==> src/rtl/tdc_pkg.sv <==
// Shared constants and types for the TDC host command path.
package tdc_pkg;

    localparam logic [7:0] FRAME_SYNC   = 8'hA5;
    localparam logic [7:0] CMD_RATE_DIV = 8'h01;
    localparam logic [7:0] CMD_ARM_MODE = 8'h02;
    localparam logic [7:0] CMD_LED_TEST = 8'h03;

    typedef enum logic [2:0] {
        PSync,
        PCmd,
        PDhi,
        PDlo,
        PChk
    } parse_state_e;

    function automatic logic [7:0] frame_chk(input logic [7:0] cmd, input logic [7:0] d_hi,
                                             input logic [7:0] d_lo);
        return cmd ^ d_hi ^ d_lo;
    endfunction

endpackage

==> src/rtl/uart_rx_byte.sv <==
// 8N1 byte receiver: input synchroniser, mid-bit sampling FSM, byte and stop-bit error strobes.
module uart_rx_byte #(
    parameter int unsigned CLKS_PER_BIT = 868
) (
    input  logic       clk_100m,
    input  logic       rst_n,
    input  logic       uart_rx_i,
    output logic       byte_valid_o,
    output logic [7:0] byte_o,
    output logic       frame_err_o,
    output logic       rx_idle_o
);

    localparam int unsigned CW = $clog2(CLKS_PER_BIT + 1);
    localparam logic [CW-1:0] BitLast  = CW'(CLKS_PER_BIT - 1);
    localparam logic [CW-1:0] HalfLast = CW'(CLKS_PER_BIT / 2 - 1);

    typedef enum logic [2:0] {StIdle, StStart, StData, StStop, StWaitHigh} rx_state_e;

    logic [1:0]    sync_q;
    logic          rx_s;
    rx_state_e     state_q;
    logic [CW-1:0] cnt_q;
    logic [2:0]    bit_q;
    logic [7:0]    shift_q;

    // Preset to idle-high so reset never looks like a start bit.
    always_ff @(posedge clk_100m or negedge rst_n) begin
        if (!rst_n) sync_q <= 2'b11;
        else        sync_q <= {sync_q[0], uart_rx_i};
    end
    assign rx_s = sync_q[1];

    always_ff @(posedge clk_100m or negedge rst_n) begin
        if (!rst_n) begin
            state_q      <= StIdle;
            cnt_q        <= '0;
            bit_q        <= '0;
            shift_q      <= '0;
            byte_valid_o <= 1'b0;
            frame_err_o  <= 1'b0;
        end else begin
            byte_valid_o <= 1'b0;
            frame_err_o  <= 1'b0;
            unique case (state_q)
                StIdle: begin
                    cnt_q <= '0;
                    bit_q <= '0;
                    if (!rx_s) state_q <= StStart;
                end
                StStart: begin
                    if (cnt_q == HalfLast) begin
                        cnt_q   <= '0;
                        state_q <= rx_s ? StIdle : StData;
                    end else begin
                        cnt_q <= cnt_q + 1'b1;
                    end
                end
                StData: begin
                    if (cnt_q == BitLast) begin
                        cnt_q   <= '0;
                        shift_q <= {rx_s, shift_q[7:1]};
                        bit_q   <= bit_q + 1'b1;
                        if (bit_q == 3'd7) state_q <= StStop;
                    end else begin
                        cnt_q <= cnt_q + 1'b1;
                    end
                end
                StStop: begin
                    if (cnt_q == BitLast) begin
                        cnt_q <= '0;
                        if (rx_s) begin
                            byte_valid_o <= 1'b1;
                            state_q      <= StIdle;
                        end else begin
                            frame_err_o <= 1'b1;
                            state_q     <= StWaitHigh;
                        end
                    end else begin
                        cnt_q <= cnt_q + 1'b1;
                    end
                end
                StWaitHigh: begin
                    if (rx_s) state_q <= StIdle;
                end
                default: state_q <= StIdle;
            endcase
        end
    end

    assign byte_o    = shift_q;
    assign rx_idle_o = (state_q == StIdle);

endmodule

==> src/rtl/uart_cmd_rx.sv <==
// Host command receiver: parses A5/CMD/D_HI/D_LO/CHK frames into a register-write strobe.
module uart_cmd_rx
    import tdc_pkg::*;
#(
    parameter int unsigned CLK_FREQ     = 100_000_000,
    parameter int unsigned BAUD         = 115200,
    parameter int unsigned CLKS_PER_BIT = CLK_FREQ / BAUD,
    parameter int unsigned TIMEOUT_CLKS = CLK_FREQ / 100
) (
    input  logic        clk_100m,
    input  logic        rst_n,
    input  logic        uart_rx,
    output logic        cmd_valid,
    output logic [7:0]  cmd_addr,
    output logic [15:0] cmd_data,
    output logic        frame_err,
    output logic        chk_err,
    output logic        rx_busy
);

    localparam logic [19:0] ToLast = 20'(TIMEOUT_CLKS - 1);

    logic         byte_valid;
    logic [7:0]   rx_byte;
    logic         rx_idle;
    parse_state_e p_q;
    logic [7:0]   cmd_q;
    logic [7:0]   dhi_q;
    logic [7:0]   dlo_q;
    logic [19:0]  to_q;

    uart_rx_byte #(
        .CLKS_PER_BIT(CLKS_PER_BIT)
    ) u_rx_byte (
        .clk_100m    (clk_100m),
        .rst_n       (rst_n),
        .uart_rx_i   (uart_rx),
        .byte_valid_o(byte_valid),
        .byte_o      (rx_byte),
        .frame_err_o (frame_err),
        .rx_idle_o   (rx_idle)
    );

    always_ff @(posedge clk_100m or negedge rst_n) begin
        if (!rst_n) begin
            p_q       <= PSync;
            cmd_q     <= '0;
            dhi_q     <= '0;
            dlo_q     <= '0;
            to_q      <= '0;
            cmd_valid <= 1'b0;
            cmd_addr  <= '0;
            cmd_data  <= '0;
            chk_err   <= 1'b0;
        end else begin
            cmd_valid <= 1'b0;
            chk_err   <= 1'b0;

            // Inter-byte timer only advances while waiting for the next start bit.
            if (byte_valid || p_q == PSync) to_q <= '0;
            else if (rx_idle && to_q != ToLast) to_q <= to_q + 1'b1;

            if (frame_err) begin
                p_q <= PSync;
            end else if (byte_valid) begin
                unique case (p_q)
                    PSync: if (rx_byte == FRAME_SYNC) p_q <= PCmd;
                    PCmd: begin
                        cmd_q <= rx_byte;
                        p_q   <= PDhi;
                    end
                    PDhi: begin
                        dhi_q <= rx_byte;
                        p_q   <= PDlo;
                    end
                    PDlo: begin
                        dlo_q <= rx_byte;
                        p_q   <= PChk;
                    end
                    PChk: begin
                        if (rx_byte == frame_chk(cmd_q, dhi_q, dlo_q)) begin
                            cmd_valid <= 1'b1;
                            cmd_addr  <= cmd_q;
                            cmd_data  <= {dhi_q, dlo_q};
                        end else begin
                            chk_err <= 1'b1;
                        end
                        p_q <= PSync;
                    end
                    default: p_q <= PSync;
                endcase
            end else if (p_q != PSync && rx_idle && to_q == ToLast) begin
                p_q <= PSync;
            end
        end
    end

    assign rx_busy = !rx_idle || (p_q != PSync);

endmodule

==> config.mk <==
export PLATFORM = sky130hd
export DESIGN_NAME = uart_cmd_rx
export DESIGN_NICKNAME = d
export VERILOG_FILES = /design/src/rtl/tdc_pkg.sv /design/src/rtl/uart_rx_byte.sv /design/src/rtl/uart_cmd_rx.sv
export SDC_FILE = /design/constraint.sdc
export NUM_CORES = 1
export LEC_CHECK = 0
export ABC_AREA = 1
export BUFFER_PORTS_ARGS = -buffer_cell sky130_fd_sc_hd__buf_2
export CAP_MARGIN = 25
export CORE_MARGIN = 4
export CORE_UTILIZATION = 55
export CTS_BUF_LIST = sky130_fd_sc_hd__clkbuf_16
export CTS_CLUSTER_DIAMETER = 40
export DETAILED_ROUTE_END_ITERATION = 10
export PLACE_DENSITY = 0.78
export SYNTH_ARGS = -nofsm -noshare
export SYNTH_HDL_FRONTEND = slang
export SYNTH_HIERARCHICAL = 1
export SYNTH_SLANG_ARGS = --single-unit
==> constraint.sdc <==
create_clock -name clk_100m -period 1.7 [get_ports clk_100m]
set_input_delay 0.255 -clock clk_100m [delete_from_list [all_inputs] [get_ports clk_100m]]
set_output_delay 0.255 -clock clk_100m [all_outputs]
set_load 0.02 [all_outputs]
**Yosys cells after proc, flatten, opt, wreduce, memory -nomap -nowiden**

Index checks and enable logic that the tools add are counted.
W data, S select, Z words.

- Word-level logic and storage cells: 101
- Input port bits: 3
- Output and inout bits: 28
- Register bits after elaboration: 101

- Equality and inequality tests: 22
- Bitwise gates (word level): 3
- Reductions and logical operators: 22
- Muxes and demuxes: 35
- $add $sub $neg: 3

Operator list:

| kind | count |
|---|---|
| $mux W20 | 2 |
| $mux W3 | 12 |
| $pmux W10 S3 | 1 |
| $add A20 B1 Y20 const B | 1 |
| $eq A20 B20 Y1 const B | 1 |
| $mux W10 | 2 |
| $ne A20 B20 Y1 const B | 1 |
| $xor A8 B8 Y8 | 2 |
| $pmux W3 S5 | 1 |
| $mux W1 | 14 |
| $eq A3 B2 Y1 const B | 4 |
| $pmux W3 S4 | 1 |
| $add A10 B1 Y10 const B | 1 |
| $eq A10 B10 Y1 const B | 1 |
| $eq A10 B9 Y1 const B | 1 |
| $ne A2 B1 Y1 const B | 5 |
| $eq A3 B3 Y1 const B | 3 |
| $reduce_and A3 Y1 | 3 |
| $reduce_bool A3 Y1 | 3 |
| $eq A8 B8 Y1 | 1 |
| $eq A8 B8 Y1 const B | 1 |
| $eq A3 B1 Y1 const B | 2 |
| $logic_not A3 Y1 | 2 |
| $pmux W3 S2 | 1 |
| 13 further kinds | 19 |

**Longest topological paths before layout**

- Depth after elaboration: 7
- Depth in mapped cells: 12

**By module**

Netlist, hierarchy kept.

By module, submodules not included:

| module | seq. area each (um^2) | instances | cells an instance | area an instance (um^2) |
|---|---|---|---|---|
| uart_cmd_rx | 1826.8 | 1 | 522 | 3922.5 |
| uart_rx_byte | 703.2 | 1 | 194 | 1522.7 |

**Worst setup path after synthesis**

OpenSTA, ideal clock, no wires.

- Path kind: flip-flop to flip-flop
- Start: register u_rx_byte.state_q[2]
- End: register p_q[2]
- Cell stages (with the launch flop): 9
- Arrival: 1.477 ns
- Setup slack: 0.096 ns
- Cells stage by stage: dfrtp_1 buf_6 nor2_2 inv_1 nor2_1 o21ai_0 or2_1 nand3_1 nand2_1

- Word-level cells in the longest chain between the ends: 5

RTL lines:

| what | line | text |
|---|---|---|
| from (decl) | uart_rx_byte.sv:22 | `rx_state_e state_q;` |
| from (signal assigned) | uart_rx_byte.sv:36 | `state_q <= StIdle;` |
| from (signal assigned) | uart_rx_byte.sv:49 | `if (!rx_s) state_q <= StStart;` |
| from (signal assigned) | uart_rx_byte.sv:54 | `state_q <= rx_s ? StIdle : StData;` |
| $logic_not A3 Y1 | uart_rx_byte.sv:92 | `assign rx_idle_o = (state_q == StIdle);` |
| net rx_idle | uart_cmd_rx.sv:25 | `logic rx_idle;` |
| $logic_and A1 B1 Y1 (2 in a row) | uart_cmd_rx.sv:92 | `end else if (p_q != PSync && rx_idle && to_q == ToLast) begin` |
| $reduce_bool A3 Y1 (no source line) | n/a |  |
| $reduce_and A2 Y1 (no source line) | n/a |  |
| to (signal assigned) | uart_cmd_rx.sv:88 | `p_q <= PSync;` |
| to (signal assigned) | uart_cmd_rx.sv:90 | `default: p_q <= PSync;` |
| to (signal assigned) | uart_cmd_rx.sv:93 | `p_q <= PSync;` |
| to (decl) | uart_cmd_rx.sv:26 | `parse_state_e p_q;` |

The timed path passes the listed nets, and every way through them passes these cells.
A chain may end at the register's enable or synchronous reset.

**Final worst setup path**

- Start: register cmd_q[7]
- End: register cmd_data[10]

- Word-level cells in the longest chain between the ends: 4

RTL lines:

| what | line | text |
|---|---|---|
| from (decl) | uart_cmd_rx.sv:27 | `logic [7:0] cmd_q;` |
| from (signal assigned) | uart_cmd_rx.sv:69 | `cmd_q <= rx_byte;` |
| $xor A8 B8 Y8 (2 in a row) | tdc_pkg.sv:19 | `return cmd ^ d_hi ^ d_lo;` |
| $eq A8 B8 Y1 | uart_cmd_rx.sv:81 | `if (rx_byte == frame_chk(cmd_q, dhi_q, dlo_q)) begin` |
| $reduce_and A4 Y1 (no source line) | n/a |  |
| to (signal assigned) | uart_cmd_rx.sv:84 | `cmd_data <= {dhi_q, dlo_q};` |
| to (decl) | uart_cmd_rx.sv:15 | `output logic [15:0] cmd_data,` |

No other way between the ends.

==> metrics <==
setup slack, reg-to-reg=-0.05 ns; R2R cell count=10; Starting Density=0.560; RR Startpoint=cmd_q[7]; cell family with most CP delay=simple AND/OR/NAND/NOR gates; # clock sinks=101; routed len/inst=14.0 um; worst-case clock buffer depth=2; Post-DP HPWL=8690 um; leakage=3.26 nW; Boundary Pins=31; ratio of routed vias to standard cells=5.18; crit path kind=flop to flop; syn_nets=724; RSZ-0062 raised after global routing=true; number of enable flip-flop cells after synthesis=0; Total Routing Usage GR=0.228; Placed Cells=887; register bit count reported by yosys=101; CP endpoint kind=flop; GPL Wtd Cong=0.891; Rows=36; Fin. Hold Viols=0; Area Overhead vs Synth=19.8%; Tot Pwr=4.43 mW; design area=6530 um^2; worst skew pair latency=0.34 ns; Tightest Hold Check Type=input port to asynchronous set/reset pin; nets@finish=801; post-route setup TNS=-0.378 ns; Die Wd=108 um; synth top area cells=dfrtp_1 (45%), nand2_1 (18%), inv_1 (5.2%); Peak VDD IR=0.607 mV; post-synthesis async set-or-reset flop share=1.00; cell with the most instances after synthesis=nand2_1; Buf+Inv Stages, Crit Path=2; Synth cell types=35; violated checks=setup timing; max-slew violations=0; Clock Skew=0.0123 ns; Inserted Clock Buffers=9; Cell Area, Synth=5450 um^2; die span in y=108 um; startpoint types=flop; CTS root buf=clkbuf_16; initial drt markers=297; gr ovfl total=0; final wirelength=13000 um; measured slew at the worst slew-check pin=0.314 ns; share of cells above drive strength 1=0.202; fin crit period=1.75 ns; Die ar.=11600 um^2; top post-synthesis cells by count=nand2_1 (257), dfrtp_1 (99), inv_1 (75); # DRC=0; first-pass GRT wire length=21100 um; slew margin rel.=0.790; critical path peak fanout=7; Critical Path, Cell by Cell=buf_4 > nand2_1 > nand3_1 > nand2_1 > nand2_1 > nor2_4 > buf_6 > nand3_4 > nand2_1 > nand2_1; register area share after synthesis=0.465; core box area=9730 um^2; clock-pin slew on the worst setup and hold paths=0.08 ns; drt first pass iters=5; slowest stage delay, CP=0.42 ns; Post-Syn Instances=716; vias in the first global route=4584; fin crit share=1.03; leading area contributor after synthesis=dfrtp_1; filler cell count=797; total number of vias=4818; number of H-tree levels=3; Avg Cell Area, Syn=7.61 um^2; Main synth FF type=dfrtp_1; Max-cap violations=0; largest net degree at the start of global routing=43; fmax=0.572 GHz; antenna violations before repair=0; Worst Path Required=1.94 ns; PD cells=679 nW/um^2; R2R Path End=cmd_data[10]; Crit-path slowest cell=dfrtp_1; top-area cell type share of the netlist area=0.455; CP arrival=1.99 ns; fin cells=931; status=finished with violations; post-route setup slack=-0.0497 ns; port bufs=30; dpl cell area=5900 um^2; CTS tree=done; Final ANT Viol Nets=0; # diodes=0; most frequent CP cell=nand2_1; Synth Warn #=6; Final setup viols=19
worst max path at each step:
stage                                     from      endpoint  slack, ns  cells past startpoint
after CTS                 u_rx_byte/state_q[0]       rx_busy     0.0001                      5
final                                 cmd_q[7]  cmd_data[10]      -0.05                     10
after global routing       u_rx_byte/byte_o[7]   cmd_data[6]      -0.15                     11
after floorplan           u_rx_byte/state_q[2]        p_q[2]        0.1                      8
after detailed placement   u_rx_byte/byte_o[3]  cmd_data[10]      -0.03                     11
after global placement     u_rx_byte/byte_o[3]   cmd_data[5]       0.03                     11
state kept, by name (all words and copies together), names as in the netlist, 2 cells and up:
signal and count:
dlo_q 8, u_rx_byte/state_q 3, u_rx_byte/byte_o 8, to_q 20, cmd_addr 8, cmd_data 16, cmd_q 8, u_rx_byte/bit_q 3
dhi_q 8, u_rx_byte/cnt_q 10, p_q 3, u_rx_byte/sync_q 2
power breakdown:
| group | leakage (nW) | switching, mW | internal [mW] |
|---|---|---|---|
| logic | 1.75 | 0.0518 | 0.0172 |
| clock network | 0.137 | 0.942 | 1.01 |
| registers | 1.38 | 0.00162 | 2.41 |
per-stage QoR:
step | utilization | hold WS, ns | setup slack [ns]
3_3_place_gp | 0.606 | 0.103 | 0.0349
2_1_floorplan | - | -0.0406 | 0.0963
3_5_place_dp | 0.606 | 0.102 | -0.0301
4_1_cts | 0.641 | 0.276 | 0.000123
5_1_grt | 0.671 | 0.290 | -0.150
6_report | 0.671 | 0.288 | -0.0497
metal layers:
| metal | up-vias | wire [um] | track usage |
|---|---|---|---|
| met5 | - | 0 | 0 |
| met4 | 0 | 188 | 0.0839 |
| met3 | 16 | 578 | 0.0384 |
| met2 | 131 | 6600 | 0.390 |
| met1 | 2258 | 5650 | 0.291 |
| li1 | 2413 | - | - |
worst register-to-register path: cells and delay by family (launching register included):
kind,cells,cell delay [ns]
flops,1,0.42
simple gates,8,0.96
buf+inv,2,0.29
cell families (layout without fill, tap and decap cells):
kind of cell / Yosys count / after routing / share of synthesized area
AND/OR/NAND/NOR: 427 / 429 / 0.352
AO/OA/AOI/OAI: 55 / 55 / 0.0531
adder cells (fa/ha/maj): 5 / 5 / 0.0115
XOR/XNOR: 23 / 23 / 0.0370
flip-flops: 101 / 101 / 0.465
buffers and inverters: 105 / 185 / 0.0823
layout make-up:
| type | instances | area [um^2] | share of cell area |
|---|---|---|---|
| flip-flops and latches | 101 | 2540 | 0.389 |
| well taps | 133 | 166 | 0.0255 |
| multi-input cells | 512 | 2550 | 0.391 |
| clock inverters | 7 | 58.8 | 0.00901 |
| inverters | 88 | 335 | 0.0514 |
| clock buffers | 9 | 225 | 0.0345 |
| repair buffers | 81 | 647 | 0.0991 |
repair_timing:
action                                  4_1_cts  5_1_grt
hold endpoints to repair                     42        0
pin swaps                                     2        8
buffers inserted                              0       23
gates resized for setup                       5       33
hold buffers                                  2        0
endpoints found under the setup margin       25       37
cloned                                        1        2
cells in the final DEF, fill, tap and decap left out, types with 3 or more instances in the layout:
cell type	Yosys	final
inv_1	75	76
dfrtp_2	0	8
o21ai_2	3	3
buf_2	11	29
nor2_2	7	8
nand3_4	1	3
inv_2	11	11
buf_4	0	38
nand4_1	37	37
a21oi_1	5	5
o21ai_1	16	16
o21ai_0	30	30
nand3_1	40	40
xnor2_1	8	8
xor2_1	15	15
nand2_1	257	245
ha_1	5	5
buf_6	5	5
clkbuf_16	0	10
buf_12	0	5
nor2_1	61	58
nor2_4	3	5
nand2_2	5	17
dfrtp_1	99	91
No activity file was read; power rests on OpenSTA's default activity.
